$ cat config.mk
export PLATFORM = sky130hd
export DESIGN_NAME = tilelink_requester
export DESIGN_NICKNAME = d
export VERILOG_FILES = /design/src/rtl/tilelink_requester.sv
export SDC_FILE = /design/constraint.sdc
export NUM_CORES = 1
export LEC_CHECK = 0
export BUFFER_PORTS_ARGS = -buffer_cell sky130_fd_sc_hd__buf_2
export CELL_PAD_IN_SITES_DETAIL_PLACEMENT = 0
export CELL_PAD_IN_SITES_GLOBAL_PLACEMENT = 1
export CORE_MARGIN = 2
export CORE_UTILIZATION = 35
export CTS_BUF_LIST = sky130_fd_sc_hd__clkbuf_4 sky130_fd_sc_hd__clkbuf_8 sky130_fd_sc_hd__clkbuf_16
export CTS_CLUSTER_SIZE = 12
export DETAILED_ROUTE_END_ITERATION = 6
export PLACE_DENSITY = 0.84
export SLEW_MARGIN = 20
export SYNTH_ARGS = -nofsm -noshare
export SYNTH_HDL_FRONTEND = slang
export SYNTH_SLANG_ARGS = --single-unit
$ cat constraint.sdc
create_clock -name clock -period 3.2 [get_ports clock]
set_input_delay 0.64 -clock clock [delete_from_list [all_inputs] [get_ports clock]]
set_output_delay 0.64 -clock clock [all_outputs]
set_load 0.02 [all_outputs]
$ cat src/rtl/tilelink_requester.sv
// tilelink_requester: single-outstanding TileLink-UL requester.
// Accepts one host read/write, issues a single A-channel beat, waits for the
// matching D-channel beat (or a bounded timeout), then pulses a response.
// The TL package carrying the channel types and opcodes lives here so the
// block is self-contained.

package TL;

    // A-channel opcodes
    localparam logic [2:0] PutFullData    = 3'd0;
    localparam logic [2:0] PutPartialData = 3'd1;
    localparam logic [2:0] Get            = 3'd4;

    // D-channel opcodes
    localparam logic [2:0] AccessAck      = 3'd0;
    localparam logic [2:0] AccessAckData  = 3'd1;

    typedef struct packed {
        logic        a_valid;
        logic        a_ready;
        logic [2:0]  a_opcode;
        logic [2:0]  a_param;
        logic [2:0]  a_size;
        logic [3:0]  a_source;
        logic [31:0] a_address;
        logic [3:0]  a_mask;
        logic [31:0] a_data;
    } tilelink_a;

    typedef struct packed {
        logic        d_valid;
        logic [2:0]  d_opcode;
        logic [1:0]  d_param;
        logic [2:0]  d_size;
        logic [3:0]  d_source;
        logic [3:0]  d_sink;
        logic [31:0] d_data;
        logic        d_error;
    } tilelink_d;

endpackage

module tilelink_requester
    import TL::*;
#(
    // WAIT cycles without d_valid before an error response is forced (1..255)
    parameter int timeout = 15
) (
    input  logic        clock,
    input  logic        reset_n,
    input  logic        req_valid,
    output logic        req_ready,
    input  logic        req_write,
    input  logic [31:0] req_addr,
    input  logic [31:0] req_wdata,
    input  logic [3:0]  req_mask,
    output logic        resp_valid,
    output logic [31:0] resp_rdata,
    output logic        resp_error,
    output tilelink_a   bus_tla,
    input  tilelink_d   tick_tld
);

    typedef enum logic [1:0] {
        IDLE = 2'd0,
        REQ  = 2'd1,
        WAIT = 2'd2,
        RESP = 2'd3
    } state_t;

    // Counter value on which the last WAIT cycle sits. The counter is 8 bits,
    // so a timeout above 255 is not representable and is treated as 255.
    localparam int  TMO_EFF  = (timeout > 255) ? 255 : ((timeout < 1) ? 1 : timeout);
    localparam logic [7:0] CNT_LAST = 8'(TMO_EFF - 1);

    state_t     state;
    logic [7:0] count;
    tilelink_a  a_q;

    // Responder identity and opcode are not checked; single outstanding
    // request means any D beat in WAIT is ours.
    logic unused_d_fields;
    assign unused_d_fields = ^{tick_tld.d_opcode, tick_tld.d_param,
                               tick_tld.d_size, tick_tld.d_source,
                               tick_tld.d_sink};

    // Full-lane writes use PutFullData, anything narrower is partial.
    function automatic logic [2:0] put_opcode(input logic [3:0] mask);
        return (mask == 4'hF) ? PutFullData : PutPartialData;
    endfunction

    // Host handshake is a pure decode of state so a held request is taken
    // on the first IDLE cycle.
    assign req_ready = (state == IDLE);

    assign bus_tla = a_q;

    // Request FSM. A-channel fields are loaded on accept so the beat is
    // already on the bus during REQ; they then hold until the next accept.
    always_ff @(posedge clock) begin
        if (!reset_n) begin
            state      <= IDLE;
            count      <= '0;
            resp_valid <= 1'b0;
            resp_rdata <= '0;
            resp_error <= 1'b0;
            a_q         <= '0;
            a_q.a_ready <= 1'b1;
        end else begin
            case (state)
                IDLE: begin
                    if (req_valid) begin
                        state         <= REQ;
                        a_q.a_valid   <= 1'b1;
                        a_q.a_address <= req_addr;
                        a_q.a_size    <= 3'd2;
                        a_q.a_source  <= '0;
                        a_q.a_param   <= '0;
                        if (req_write) begin
                            a_q.a_opcode <= put_opcode(req_mask);
                            a_q.a_mask   <= req_mask;
                            a_q.a_data   <= req_wdata;
                        end else begin
                            a_q.a_opcode <= Get;
                            a_q.a_mask   <= 4'hF;
                            a_q.a_data   <= '0;
                        end
                    end
                end

                REQ: begin
                    a_q.a_valid <= 1'b0;
                    count       <= '0;
                    state       <= WAIT;
                end

                WAIT: begin
                    // A real response arriving on the last cycle beats the timeout.
                    if (tick_tld.d_valid) begin
                        resp_valid <= 1'b1;
                        resp_rdata <= tick_tld.d_data;
                        resp_error <= tick_tld.d_error;
                        state      <= RESP;
                    end else if (count == CNT_LAST) begin
                        resp_valid <= 1'b1;
                        resp_rdata <= '0;
                        resp_error <= 1'b1;
                        state      <= RESP;
                    end else if (count != 8'hFF) begin
                        count <= count + 8'd1;
                    end
                end

                RESP: begin
                    resp_valid <= 1'b0;
                    state      <= IDLE;
                end

                default: begin
                    state <= IDLE;
                end
            endcase
        end
    end

endmodule
==> qor.yml <==
floorplan:
  die_h_um: 120
  core_um2: 13100
  die_w_um: 120
  rows: 42
  dieArea_um2: 14300
  ios: 240
  initial_utilization_pct: 35.6
timing:
  worst_pin_slew_ns: 0.708
  tns_ns: 0
  max_freq_mhz: 442
  max-slew-margin-rel_pct: 52.8
  hold_viol_final: 0
  setup-violations-final: 0
  rsz0062_at_grt: "false"
  post-route-min-period_ns: 2.26
  skew_ns: 0.00927
  drv_slew: 0
  min_period_over_period_pct: 70.7
routing:
  detail_route.wl_per_cell_um: 13.9
  via_per_inst: 4.84
  drt_wl_total_um: 12500
  drc_errors: 0
  drtIter0Drc: 207
  vias: 4377
  ant_nets: 0
  first_pass_iters: 4
logic_synthesis:
  syn_area_per_cell_um2: 8.94
  yosysWarningCount: 0
  synth.distinct_cells: 40
  synthFlopType: "dfxtp_1"
  syn-cell-area_um2: 4670
  synth-async-reset-ratio_pct: 0
  syn-instance-count: 523
  synth_edf_count: 0
  yosysSeqAreaShare_pct: 49.7
  ys_ff_latch: 116
worst_setup_path:
  critPathArrivalTime_ns: 2.60
  cp.required_ns: 3.54
  reg2reg_from: "state[0]$_SDFFE_PN0P_"
  start_kind: "register"
  worstPathMaxFanout: 23
  crit_chain: "inv_1, ha_1, and2_1, a21oi_2, buf_4, a22oi_1, nor2b_1"
  critPathKind: "register to register"
  crit_path_max_incr_delay_ns: 0.44
  crit_slowest_cell: "a21oi_2"
  critical_path.startpoint: "state[0]$_SDFFE_PN0P_"
  endpoint_kind: "register"
place:
  io_buffers: 212
  dpl.hpwl_um: 8700
  gp_congestion: 0.803
  place_area_um2: 5800
clock_network:
  numClockSinks: 116
  clk-insertion-delay-late_ns: 0.41
  cts_setup_buffers: 0
  cts_tree: "done"
  cts_buffer_depth: 2
  htree_levels: 4
  clkTransAtPathRegs_ns: 0.06
  cts_made_buffers: 17
  ctsRootBufferMaster: "clkbuf_16"
  cts_resized: 0
  hold_buffers: 0
final_layout:
  drive_above_1_share_pct: 35.8
  final_area_um2: 6380
  n_antenna_cell: 0
  syn2layout_area_growth_pct: 36.4
  finalNetCount: 845
global_routing:
  first_global_vias: 4277
  grt_usage_pct: 17.7
  antenna_found_initial: 0
  grt_max_degree: 67
  grt_pass1_wl_um: 20200
  gr-total-overflow: 0
pwr:
  p_leak_nw: 2.88
  power-per-cell-area_nw_per_um2: 771
  irDropWorstVdd_mv: 0.425
  fin_total_pwr_mw: 4.91
worst_hold_path:
  min_path_type: "register to register"
  hold_start: "bus_tla[4]$_SDFFE_PN0P_"
job:
  max-cap-violations: 0
status:
  status: "finished, final reports clean"
==> synth_stat cells, types with 2 or more instances <==
| cell type | instances | area share (%) |
|---|---|---|
| dfxtp_1 | 116 | 50 |
| nand2_1 | 112 | 9.0 |
| a21boi_0 | 65 | 10 |
| nand3_1 | 37 | 4.0 |
| nor2b_1 | 33 | 4.4 |
| a22oi_1 | 32 | 5.1 |
| clkbuf_1 | 27 | 2.2 |
| buf_2 | 13 | 1.4 |
| buf_4 | 11 | 1.8 |
| inv_1 | 9 | 0.72 |
| ha_1 | 6 | 1.6 |
| o21ai_0 | 6 | 0.64 |
| nor2_1 | 5 | 0.40 |
| o211a_1 | 5 | 1.1 |
| nand3b_1 | 4 | 0.64 |
| nand4_1 | 4 | 0.54 |
| a211oi_1 | 3 | 0.48 |
| o221a_2 | 3 | 0.72 |
| o22ai_1 | 3 | 0.40 |
| a21oi_1 | 2 | 0.21 |
| a31oi_1 | 2 | 0.27 |
| and3_1 | 2 | 0.27 |
| buf_1 | 2 | 0.16 |
| conb_1 | 2 | 0.16 |
| nor3_1 | 2 | 0.21 |
| o21a_1 | 2 | 0.32 |
| o311ai_1 | 2 | 0.37 |
==> through the flow <==
stage | instances | setup slack (ns) | utilization (%) | hold slack, ns
final | 905 | 0.938 | 48.5 | 0.457
after global routing | 905 | 0.694 | 48.5 | 0.471
after CTS | 905 | 0.948 | 48.5 | 0.459
after detailed placement | 874 | 0.973 | 44.1 | 0.456
after global placement | 874 | 1.09 | 44.1 | 0.446
after floorplan | 532 | 1.52 | - | 0.468
==> worst max-delay path: cells and delay by family (launching register included) <==
family          cells  cell delay, ns
compound gates      2            0.56
fa+ha+maj           1            0.34
buf+inv             2            0.43
flops               1            0.39
simple gates        2            0.46
==> registers in the layout, summed over array words and instances (netlist names) <==
| register | flops |
|---|---|
| bus_tla | 72 |
| resp_rdata | 32 |
| count | 8 |
| state | 2 |
| resp_error | 1 |
| resp_valid | 1 |
==> power by group <==
part	total, mW	switching (mW)	internal, mW
combinational	1.34	0.896	0.448
clock	1.82	0.643	1.18
sequential	1.75	0.101	1.64
==> kinds of logic after synthesis <==
family / count (synthesis) / share of synthesized area, %
adder cells (fa/ha/maj): 6 / 1.61
AND/OR/NAND/NOR: 207 / 21.1
flip-flops: 116 / 49.7
other: 2 / 0.161
multiplexers: 1 / 0.214
AO/OA/AOI/OAI: 129 / 21.0
buffers and inverters: 62 / 6.21
==> area by class of cell <==
class                   count  area [um2]
fillers                  1311        6760
flip-flops and latches    116        2320
multi-input cells         354        2110
repair buffers            219        1110
clock buffers              23         508
well taps                 176         220
clock inverters             8        73.8
inverters                   9        33.8
==> path summary, 6_finish.rpt <==
check	cells after the start	endpoint	slack, ns
hold reg to reg	2	bus_tla[4]$_SDFFE_PN0P_	0.46
hold / removal	2	bus_tla[4]$_SDFFE_PN0P_	0.46
setup / recovery	7	resp_rdata[2]$_SDFFE_PN0P_	0.94
setup reg to reg	7	resp_rdata[2]$_SDFFE_PN0P_	0.94
==> cells in the final DEF, fill, tap and decap left out, types with 2 or more instances in the layout <==
| cell | instances |
|---|---|
| o21ai_0 | 6 |
| clkbuf_16 | 17 |
| buf_4 | 7 |
| clkinvlp_4 | 2 |
| clkinv_2 | 4 |
| o21a_1 | 2 |
| and3_1 | 2 |
| a31oi_1 | 2 |
| a22oi_1 | 32 |
| a21oi_1 | 2 |
| o22ai_1 | 3 |
| nand2_1 | 111 |
| nand4_1 | 4 |
| nor2b_1 | 33 |
| nand3b_1 | 4 |
| o311ai_1 | 2 |
| a21boi_0 | 65 |
| inv_1 | 9 |
| ha_1 | 6 |
| o221a_2 | 3 |
| a211oi_1 | 3 |
| dfxtp_1 | 116 |
| o211a_1 | 5 |
| clkbuf_8 | 6 |
| nand3_1 | 37 |
| nor3_1 | 2 |
| conb_1 | 11 |
| buf_2 | 212 |
| nor2_1 | 4 |
==> layer usage <==
metal,routed length [um],vias to the layer above,share of wire [%],track usage [%]
met1,5090,2045,41,20.1
met5,0,-,0,0
met3,1090,19,8.7,7.94
met4,218,0,1.7,6.76
li1,-,2153,-,-
met2,6140,160,49,29.2
Power figures use the tool's default switching activity.
